===== src/rtl/lsu_pkg.sv =====
// Shared types and helpers for the load/store unit: funct3 encodings,
// controller states, response error codes and the request legality check.
package lsu_pkg;

  localparam logic [2:0] F3_B  = 3'b000;
  localparam logic [2:0] F3_H  = 3'b001;
  localparam logic [2:0] F3_W  = 3'b010;
  localparam logic [2:0] F3_BU = 3'b100;
  localparam logic [2:0] F3_HU = 3'b101;

  typedef enum logic [1:0] {
    IDLE   = 2'd0,
    ACCESS = 2'd1,
    DONE   = 2'd2
  } lsu_state_t;

  typedef enum logic [1:0] {
    ERR_NONE     = 2'b00,
    ERR_MISALIGN = 2'b01,
    ERR_FUNCT3   = 2'b10,
    ERR_TIMEOUT  = 2'b11
  } lsu_err_t;

  // Illegal funct3 is reported ahead of misalignment when both apply.
  function automatic lsu_err_t check_req(input logic store,
                                         input logic [2:0] f3,
                                         input logic [1:0] off);
    logic legal;
    logic misaligned;
    case (f3)
      F3_B, F3_H, F3_W: legal = 1'b1;
      F3_BU, F3_HU:     legal = ~store;
      default:          legal = 1'b0;
    endcase
    // Size lives in f3[1:0]: 01 is halfword, 10 is word.
    misaligned = ((f3[1:0] == 2'b01) && off[0]) ||
                 ((f3[1:0] == 2'b10) && (off != 2'b00));
    if (!legal)
      return ERR_FUNCT3;
    else if (misaligned)
      return ERR_MISALIGN;
    else
      return ERR_NONE;
  endfunction

endpackage


===== src/rtl/lsu_lane_align.sv =====
// Combinational lane steering: byte enables, lane-replicated store data and
// right-aligned, sign/zero-extended load data for a word-wide memory.
module lsu_lane_align
  import lsu_pkg::*;
(
  input  logic [2:0]  funct3,
  input  logic [1:0]  off,
  input  logic [31:0] wdata,
  input  logic [31:0] rdata_raw,
  output logic [3:0]  be,
  output logic [31:0] wdata_rep,
  output logic [31:0] rdata_ext
);

  logic [31:0] shifted;

  assign shifted = rdata_raw >> {off, 3'b000};

  // Byte enables and replicated store data follow the access size.
  always_comb begin
    be        = 4'b0000;
    wdata_rep = wdata;
    case (funct3[1:0])
      2'b00: begin
        be        = 4'b0001 << off;
        wdata_rep = {4{wdata[7:0]}};
      end
      2'b01: begin
        be        = 4'b0011 << off;
        wdata_rep = {2{wdata[15:0]}};
      end
      2'b10: begin
        be        = 4'b1111;
        wdata_rep = wdata;
      end
      default: begin
        be        = 4'b0000;
        wdata_rep = wdata;
      end
    endcase
  end

  // Load extension; a word is always aligned so the shift leaves it untouched.
  always_comb begin
    rdata_ext = 32'h0;
    case (funct3)
      F3_B:    rdata_ext = {{24{shifted[7]}}, shifted[7:0]};
      F3_H:    rdata_ext = {{16{shifted[15]}}, shifted[15:0]};
      F3_W:    rdata_ext = shifted;
      F3_BU:   rdata_ext = {24'h0, shifted[7:0]};
      F3_HU:   rdata_ext = {16'h0, shifted[15:0]};
      default: rdata_ext = 32'h0;
    endcase
  end

endmodule


===== src/rtl/lsu_controller.sv =====
// One-at-a-time load/store sequencer between the core and a word-wide data
// memory: request checking, memory handshake with timeout, response hold.
module lsu_controller
  import lsu_pkg::*;
#(
  parameter int TIMEOUT = 255,
  parameter int CW      = 8
) (
  input  logic        clk,
  input  logic        reset,
  input  logic        req_valid,
  output logic        req_ready,
  input  logic        req_store,
  input  logic [2:0]  req_funct3,
  input  logic [31:0] req_addr,
  input  logic [31:0] req_wdata,
  output logic        resp_valid,
  input  logic        resp_ready,
  output logic [31:0] resp_rdata,
  output logic [1:0]  resp_err,
  output logic        mem_req,
  output logic        mem_we,
  output logic [31:0] mem_addr,
  output logic [3:0]  mem_be,
  output logic [31:0] mem_wdata,
  input  logic        mem_ack,
  input  logic [31:0] mem_rdata
);

  lsu_state_t  state_reg;
  logic        store_reg;
  logic [2:0]  funct3_reg;
  logic [31:0] addr_reg;
  logic [31:0] wdata_reg;
  logic [CW-1:0] cnt_reg;
  logic [31:0] rdata_reg;
  lsu_err_t    err_reg;
  logic        req_ready_reg;
  logic        resp_valid_reg;
  logic        mem_req_reg;
  logic        mem_we_reg;

  logic [3:0]  lane_be;
  logic [31:0] lane_wdata;
  logic [31:0] lane_rdata;
  lsu_err_t    req_err;

  assign req_err = check_req(req_store, req_funct3, req_addr[1:0]);

  lsu_lane_align u_lane_align (
    .funct3    (funct3_reg),
    .off       (addr_reg[1:0]),
    .wdata     (wdata_reg),
    .rdata_raw (mem_rdata),
    .be        (lane_be),
    .wdata_rep (lane_wdata),
    .rdata_ext (lane_rdata)
  );

  assign req_ready  = req_ready_reg;
  assign resp_valid = resp_valid_reg;
  assign resp_rdata = rdata_reg;
  assign resp_err   = err_reg;
  assign mem_req    = mem_req_reg;
  assign mem_we     = mem_we_reg;
  assign mem_addr   = {addr_reg[31:2], 2'b00};
  // Enables are only shown while the strobe is up, so reset clears them too.
  assign mem_be     = mem_req_reg ? lane_be : 4'b0000;
  assign mem_wdata  = lane_wdata;

  // Request/response FSM with registered handshake and memory strobes.
  always_ff @(posedge clk or posedge reset) begin
    if (reset) begin
      state_reg      <= IDLE;
      store_reg      <= 1'b0;
      funct3_reg     <= 3'b000;
      addr_reg       <= 32'h0;
      wdata_reg      <= 32'h0;
      cnt_reg        <= '0;
      rdata_reg      <= 32'h0;
      err_reg        <= ERR_NONE;
      req_ready_reg  <= 1'b1;
      resp_valid_reg <= 1'b0;
      mem_req_reg    <= 1'b0;
      mem_we_reg     <= 1'b0;
    end else begin
      case (state_reg)
        IDLE: begin
          if (req_valid) begin
            store_reg     <= req_store;
            funct3_reg    <= req_funct3;
            addr_reg      <= req_addr;
            wdata_reg     <= req_wdata;
            req_ready_reg <= 1'b0;
            if (req_err != ERR_NONE) begin
              state_reg      <= DONE;
              err_reg        <= req_err;
              rdata_reg      <= 32'h0;
              resp_valid_reg <= 1'b1;
            end else begin
              state_reg   <= ACCESS;
              cnt_reg     <= '0;
              mem_req_reg <= 1'b1;
              mem_we_reg  <= req_store;
            end
          end
        end
        ACCESS: begin
          // The ack is checked first so it beats a timeout on the same cycle.
          if (mem_ack) begin
            state_reg      <= DONE;
            err_reg        <= ERR_NONE;
            rdata_reg      <= store_reg ? 32'h0 : lane_rdata;
            resp_valid_reg <= 1'b1;
            mem_req_reg    <= 1'b0;
            mem_we_reg     <= 1'b0;
          end else if (cnt_reg == CW'(TIMEOUT - 1)) begin
            state_reg      <= DONE;
            err_reg        <= ERR_TIMEOUT;
            rdata_reg      <= 32'h0;
            resp_valid_reg <= 1'b1;
            mem_req_reg    <= 1'b0;
            mem_we_reg     <= 1'b0;
          end else begin
            cnt_reg <= cnt_reg + 1'b1;
          end
        end
        DONE: begin
          if (resp_ready) begin
            state_reg      <= IDLE;
            resp_valid_reg <= 1'b0;
            req_ready_reg  <= 1'b1;
          end
        end
        default: begin
          state_reg      <= IDLE;
          req_ready_reg  <= 1'b1;
          resp_valid_reg <= 1'b0;
          mem_req_reg    <= 1'b0;
          mem_we_reg     <= 1'b0;
        end
      endcase
    end
  end

endmodule


===== config.mk =====
export PLATFORM = sky130hd
export DESIGN_NAME = lsu_controller
export DESIGN_NICKNAME = d
export VERILOG_FILES = /design/src/rtl/lsu_pkg.sv /design/src/rtl/lsu_lane_align.sv /design/src/rtl/lsu_controller.sv
export SDC_FILE = /design/constraint.sdc
export NUM_CORES = 1
export LEC_CHECK = 0
export ABC_AREA = 1
export BUFFER_PORTS_ARGS = -buffer_cell sky130_fd_sc_hd__buf_4
export CORE_MARGIN = 5
export CORE_UTILIZATION = 51
export CTS_CLUSTER_SIZE = 40
export DETAILED_ROUTE_END_ITERATION = 10
export PLACE_DENSITY = 0.81
export SLEW_MARGIN = 25
export SYNTH_ARGS = -nofsm -noshare
export SYNTH_HDL_FRONTEND = slang
export SYNTH_SLANG_ARGS = --single-unit

===== constraint.sdc =====
create_clock -name clk -period 5.3 [get_ports clk]
set_input_delay 1.06 -clock clk [delete_from_list [all_inputs] [get_ports clk]]
set_output_delay 1.06 -clock clk [all_outputs]
set_load 0.01 [all_outputs]

==> impl_metrics.ini, run 1 <==
[status]
outcome = complete, no violations

[layout]
finalNonFillerCells = 1049
final-seq-area_um2 = 2900
fill_cells = 955
final_area_um2 = 7950
fin_util_pct = 67.0
syn2layout_area_growth_pct = 29.9
multi_input_area_um2 = 2500
fin_nets = 996
diodes = 0
layout-drive-gt1-share_pct = 33.9

[power_and_ir_drop]
powerDensity_nw_per_um2 = 605
power_mw = 4.81
leakage_nw = 4.30
vdd_drop_max_v = 0.000447

[clocking]
numCtsBuffers = 17
cts_tree = done
cts.sinks = 116
cts.repair.resized = 0
cts_root_buf = clkbuf_16
path_clk_slew_ns = 0.06
h-tree-depth = 4
postCtsSetupBuffers = 0
clock_latency_ns = 0.41
clockBufferDepth = 2
cts_hold_buffers = 0

[yosys]
synth_edf_count = 0
synth-seq-area-share_pct = 47.5
yosysUniqueCellTypes = 33
syn_inst = 737
yosys-top-cells-count = nand2_1 (258), dfrtp_1 (115), inv_1 (51)
synth.most_common_cell = nand2_1
postSynthAreaPerCell_um2 = 8.30
synth_top_area_share_pct = 47.0
synth_async_sr_flop_share_pct = 100
synth.area.top_cells = dfrtp_1 (47%), nand2_1 (16%), mux2_2 (8.7%)
synth_ff_type = dfrtp_1
yosys_register_bits = 116
synth_area_um2 = 6120
yosys_warnings = 0
synth_top_cell_by_area = dfrtp_1

[sta]
setup_violations = 0
slew_viol_final = 0
worst_slack_ns = 1.47
slew_headroom_pct = 31.6
post-route-min-period_ns = 3.83
worst_slew_pin_slew_ns = 1.03
tns_ns = 0
finalHoldViolCount = 0
clock_skew_ns = 0.00738
clock.fmax_ghz = 0.261
holdWs_ns = 0.468
rsz0062_at_grt = false
period_share_pct = 72.2

[placed_design]
hpwl_mm = 12.4
placed_area_um2 = 7360
place.port_buffers = 208
gp_congestion = 0.969
dp_cells = 1017
dp_slack_ns = 1.94

[critical_path]
rrSetupSlack_ns = 2.19
cp_top_family = flip-flops
r2r-start = addr_reg[0]
r2r_cells = 7
endpoint = mem_be[2]
critPathSlowestCell = dfrtp_1
crit_chain = inv_1 -> a21oi_1 -> nand2_1 -> a21boi_0 -> buf_4
start_kind = register
cp.arrival_ns = 2.77
cp_num_cells = 5
cp.required_ns = 4.24
crit_start = addr_reg[0]
critical_path_class = register to primary output
max_stage_delay_ns = 0.90
crit-reg2reg-capture = resp_rdata[9]
critPathMaxFanout = 31
end_kind = primary output
path_buf_inv = 2

[routing]
routed_wl_mm = 17.3
drc = 0
vias = 5474
dr.pass1.iters = 5
ant_nets = 0
viasPerCell = 5.22
wl_per_cell_um = 16.5
first_iter_violations = 573

[global_route]
grt_overflow = 0
grt_pass1_vias = 5241
grt_max_degree = 91
grt_usage_pct = 24.2
antenna_found_initial = 0
grt_pass1_wl_mm = 27.1

[floorplanning]
rows = 40
num_io_pins = 211
die_width_um = 120
die_h_um = 120
coreArea_um2 = 11900
start_util_pct = 51.6
die_area_um2 = 14300

[run]
max-cap-violations = 0

[worst_hold_path]
worstHoldPathType = register to register
==> worst min-delay path by stage <==
| stage | startpoint | to | slack (ns) | cells after the start |
|---|---|---|---|---|
| finish | resp_rdata[12] | resp_rdata[12] | 0.47 | 2 |
| global route | resp_rdata[8] | resp_rdata[8] | 0.49 | 2 |
| CTS | resp_rdata[12] | resp_rdata[12] | 0.47 | 2 |
| detailed placement | resp_rdata[12] | resp_rdata[12] | 0.46 | 2 |
| global placement | resp_rdata[20] | resp_rdata[20] | 0.46 | 2 |
| floorplan | store_reg | store_reg | 0.45 | 2 |
==> layout make-up <==
type / count / area share (%)
sequential: 116 / 36.5
multi-input combinational: 491 / 31.5
timing repair buffer: 209 / 19.7
clock buffer: 17 / 5.35
inverter: 54 / 2.61
tap: 147 / 2.31
clock inverter: 15 / 1.98
==> placed cells by master (no fill, tap or decap), types with 2 or more instances in the layout <==
cell and n:
nand2_1 258, buf_4 209, dfrtp_1 115, inv_1 50, mux2_2 47, nand3_1 46, nor2_1 39, o21ai_0 35
a21oi_1 19, clkbuf_16 17, o211ai_1 9, o221ai_1 7, o21ai_1 7, clkinvlp_4 4, clkinv_4 4, nor2_2 3
inv_2 3, inv_6 3, clkinv_2 3, nand2_2 2, or2_2 2, xor2_1 2, ha_1 2, conb_1 2
bufinv_16 2
==> worst min-delay path, delay by kind of cell (launching register included) <==
kind	cells	cell delay (ns)
flops	1	0.34
simple gates	2	0.09
==> where the power goes <==
group / switching (mW) / leakage, nW / internal, mW
sequential: 0.263 / 1.44 / 1.23
combinational: 1.20 / 2.59 / 0.983
clock: 0.434 / 0.276 / 0.693
==> per-layer routing <==
metal  up-vias  part of all wire [%]  track usage (%)
li1       2633                     -                -
met1      2570                    40             30.4
met3        25                    11             10.3
met4         0                   1.8             7.66
met2       246                    47             38.1
met5         -                     0                0
==> logic make-up after synthesis <==
kind of cell             after synthesis  share of synthesized area (%)
adder cells (fa/ha/maj)                2                          0.409
multiplexers                          47                           8.65
buffers and inverters                131                           11.8
AO/OA/AOI/OAI                         81                           7.59
AND/OR/NAND/NOR                      357                           23.7
flip-flops                           116                           47.5
XOR/XNOR                               2                          0.286
other                                  1                         0.0613
Power figures use the tool's default switching activity.
==> run 2: changes to the inputs <==
Settings changed: CORE_UTILIZATION 51 to 46, PLACE_DENSITY 0.81 to 0.77.
Clock period 5.3 ns to 3.2 ns, I/O delays scaled along.
==> impl_metrics.ini, run 2 (synthesis gave the netlist of run 1 again) <==
[layout]
mostFrequentLayoutCell = nand2_1
final_cell_mix = nand2_1 (258), buf_4 (219), dfrtp_1 (115)
diodes = 0
final_area_um2 = 8090
fill_cells = 1173
finalNonFillerCells = 1088
fin_util_pct = 61.6
fin_nets = 1007
syn2layout_area_growth_pct = 32.3
layout-drive-gt1-share_pct = 34.4

[critical_path]
critPathSlowestCell = dfrtp_1
path_buf_inv = 2
critPathMaxFanout = 21
max_stage_delay_ns = 0.38
cp_top_family = compound AO/OA/AOI/OAI gates
cp.required_ns = 2.56
cp_common_cell = nand2_1
critical_path_class = register to primary output
crit_chain = inv_2 -> nand2_1 -> o21ai_0 -> nand2_1 -> a21boi_0 -> buf_4
cp.arrival_ns = 2.21
end_kind = primary output
start_kind = register

[clocking]
clockBufferDepth = 2
clock_latency_ns = 0.41
cts.repair.resized = 0
cts_root_buf = clkbuf_16
path_clk_slew_ns = 0.06
cts_tree = done
cts.sinks = 116
numCtsBuffers = 17
h-tree-depth = 4
postCtsSetupBuffers = 0
cts_hold_buffers = 0

[placed_design]
gp_congestion = 0.898
hpwl_mm = 12.7
place.port_buffers = 208
dp_cells = 1057
placed_area_um2 = 7490

[status]
outcome = complete, no violations

[global_route]
grt_pass1_vias = 5220
antenna_found_initial = 0
grt_pass1_wl_mm = 26.8
grt_overflow = 0
grt_usage_pct = 21.4
grt_max_degree = 52

[sta]
tns_ns = 0
worst_slew_pin_slew_ns = 0.855
post-route-min-period_ns = 2.85
period_share_pct = 89.2
slew_headroom_pct = 42.9
clock.fmax_ghz = 0.350
rsz0062_at_grt = false
finalHoldViolCount = 0
slew_viol_final = 0
clock_skew_ns = 0.00789
holdWs_ns = 0.255
setup_violations = 0

[power_and_ir_drop]
powerDensity_nw_per_um2 = 995
vdd_drop_max_v = 0.000629
leakage_nw = 4.36

[floorplanning]
die_area_um2 = 15700
start_util_pct = 46.6
die_width_um = 125
die_h_um = 125
rows = 42
coreArea_um2 = 13100
num_io_pins = 211

[worst_hold_path]
worstHoldPathType = input port to asynchronous set/reset pin

[routing]
first_iter_violations = 350
wl_per_cell_um = 15.5
drc = 0
dr.pass1.iters = 5
viasPerCell = 4.96
ant_nets = 0
routed_wl_mm = 16.9
vias = 5401

[run]
max-cap-violations = 0
==> run 2: through the flow <==
step / power, mW / setup WS [ns]
floorplan: 4.93 / 1.15
global placement: 6.10 / 0.840
detailed placement: 6.16 / 0.788
CTS: 8.14 / 0.344
global route: 8.61 / 0.0811
finish: 8.06 / 0.346
==> run 2: final cells by class <==
cell class                      instances  area (µm²)  area share [%]
Clock buffer                           19         443            5.47
Clock inverter                         12         156            1.93
Inverter                               54         206            2.55
Multi-Input combinational cell        491        2500            30.9
Sequential cell                       116        2900            35.9
Tap cell                              176         220            2.72
Timing Repair Buffer                  220        1660            20.6
==> run 2: power by group <==
part           leakage (nW)  switching (mW)  internal [mW]
Clock                 0.281           0.686           1.24
Sequential             1.44           0.398           2.05
Combinational          2.64            2.02           1.66
Total                  4.36            3.10           4.95
==> run 2: worst paths after layout <==
path,startpoint,end,slack [ns],cells after the start
max,funct3_reg[1],mem_be[2],0.35,6
min,reset,resp_rdata[13],0.25,2
max reg2reg,addr_reg[1],resp_rdata[13],0.93,7
min reg2reg,resp_rdata[24],resp_rdata[24],0.47,2
max in group asynchronous,reset,req_ready,2.28,3
min in group clk,req_wdata[3],wdata_reg[3],0.45,2
==> run 2: worst register-to-register path, cell delays in order, from the launching register on <==
cell,delay [ns]
dfrtp_1,0.50
inv_1,0.15
buf_4,0.29
nand3_1,0.14
nand3_1,0.66
o21ai_0,0.22
nand2_1,0.12
nand2_1,0.06
==> run 2: routing by layer <==
| metal | part of all wire [%] | vias up | global-route usage (%) | wire [µm] |
|---|---|---|---|---|
| met1 | 40 | 2538 | 25.8 | 6720 |
| li1 | - | 2636 | - | - |
| met5 | 0 | - | 0 | 0 |
| met3 | 9.8 | 23 | 8.87 | 1660 |
| met4 | 1.6 | 0 | 7.08 | 264 |
| met2 | 49 | 204 | 35.1 | 8230 |
==> run 3: changes to the inputs <==
Settings changed: CTS_CLUSTER_SIZE 40 to 16, SETUP_SLACK_MARGIN from default to 0.4.
==> impl_metrics.ini, run 3 (synthesis gave the netlist of run 1 again) <==
[sta]
clock.fmax_ghz = 0.381
finalHoldViolCount = 0
worst_slew_pin_slew_ns = 0.836
rsz0062_at_grt = false
setup_violations = 0
tns_ns = 0
post-route-min-period_ns = 2.63
slew_headroom_pct = 44.1
slew_viol_final = 0
period_share_pct = 82.0
clock_skew_ns = 0.00780

[layout]
final-seq-area_um2 = 2900
fin_util_pct = 61.6
layout-drive-gt1-share_pct = 34.5
fin_nets = 1007
finalNonFillerCells = 1088
multi_input_area_um2 = 2500
mostFrequentLayoutCell = nand2_1
syn2layout_area_growth_pct = 32.4
diodes = 0
final_cell_mix = nand2_1 (257), buf_4 (219), dfrtp_1 (115)
fill_cells = 1174

[global_route]
antenna_found_initial = 0
grt_usage_pct = 21.4
grt_pass1_vias = 5220
grt_pass1_wl_mm = 26.8
grt_overflow = 0
grt_max_degree = 52

[floorplanning]
num_io_pins = 211
start_util_pct = 46.6
die_width_um = 125
die_h_um = 125
die_area_um2 = 15700
rows = 42
coreArea_um2 = 13100

[status]
outcome = complete, no violations

[placed_design]
gp_congestion = 0.898
place.port_buffers = 208
hpwl_mm = 12.7
dp_cells = 1057

[critical_path]
critPathSlowestCell = dfrtp_1
end_kind = primary output
path_buf_inv = 3
cp_top_family = buffers and inverters
crit_chain = clkinv_2 -> nand2_1 -> inv_1 -> o21ai_0 -> buf_4
critical_path_class = register to primary output
start_kind = register
critPathMaxFanout = 21
cp.required_ns = 2.56
max_stage_delay_ns = 0.37
cp.arrival_ns = 1.99

[routing]
routed_wl_mm = 16.9
dr.pass1.iters = 5
ant_nets = 0
wl_per_cell_um = 15.5
vias = 5436
viasPerCell = 5.00
drc = 0
first_iter_violations = 377

[power_and_ir_drop]
powerDensity_nw_per_um2 = 995
vdd_drop_max_v = 0.000610
leakage_nw = 4.36

[clocking]
cts_tree = done
clock_latency_ns = 0.41
postCtsSetupBuffers = 0
cts_hold_buffers = 0
numCtsBuffers = 17
path_clk_slew_ns = 0.06
cts.repair.resized = 1
cts_root_buf = clkbuf_16
h-tree-depth = 4
cts.sinks = 116
clockBufferDepth = 2

[run]
max-cap-violations = 0

[worst_hold_path]
worstHoldPathType = input port to asynchronous set/reset pin
## run 3: path summary, 6_finish.rpt
check                               start             end  slack, ns  cells after the start
setup / recovery            funct3_reg[1]   mem_wdata[15]       0.57                      5
setup reg to reg              addr_reg[1]  resp_rdata[14]       0.95                      7
hold reg to reg            resp_rdata[24]  resp_rdata[24]       0.47                      2
max in group asynchronous           reset       req_ready       2.28                      3
hold / removal                      reset  resp_rdata[13]       0.25                      2
min in group clk             req_addr[31]    addr_reg[31]       0.45                      2
## run 3: routing by layer
metal / GRT usage [%] / share of wire, % / vias to the layer above / wire length [µm]
met1: 25.8 / 40 / 2542 / 6660
li1: - / - / 2640 / -
met4: 7.08 / 1.6 / 0 / 267
met5: 0 / 0 / - / 0
met3: 8.87 / 10 / 20 / 1720
met2: 35.1 / 49 / 234 / 8210
## run 3: metrics by stage
stage / area [µm²] / total power [mW] / hold slack (ns) / setup slack [ns]
2_1_floorplan: 6120 / 4.93 / 0.454 / 1.15
3_3_place_gp: 7490 / 6.10 / 0.456 / 0.840
3_5_place_dp: 7490 / 6.16 / 0.459 / 0.788
4_1_cts: 8100 / 8.14 / 0.248 / 0.473
5_1_grt: 8100 / 8.61 / 0.274 / 0.410
6_report: 8100 / 8.06 / 0.254 / 0.574
## run 3: cell type report
class / count / area share, %
flip-flops and latches: 116 / 35.9
clock buffers: 19 / 5.47
inverters: 54 / 2.57
clock inverters: 12 / 1.93
multi-input cells: 491 / 30.9
well taps: 176 / 2.72
repair buffers: 220 / 20.6
## run 3: power by group
part           internal [mW]  switching [mW]  total (mW)
Sequential              2.05           0.400        2.45
Clock                   1.24           0.684        1.92
Combinational           1.67            2.02        3.69
Total                   4.95            3.10        8.06
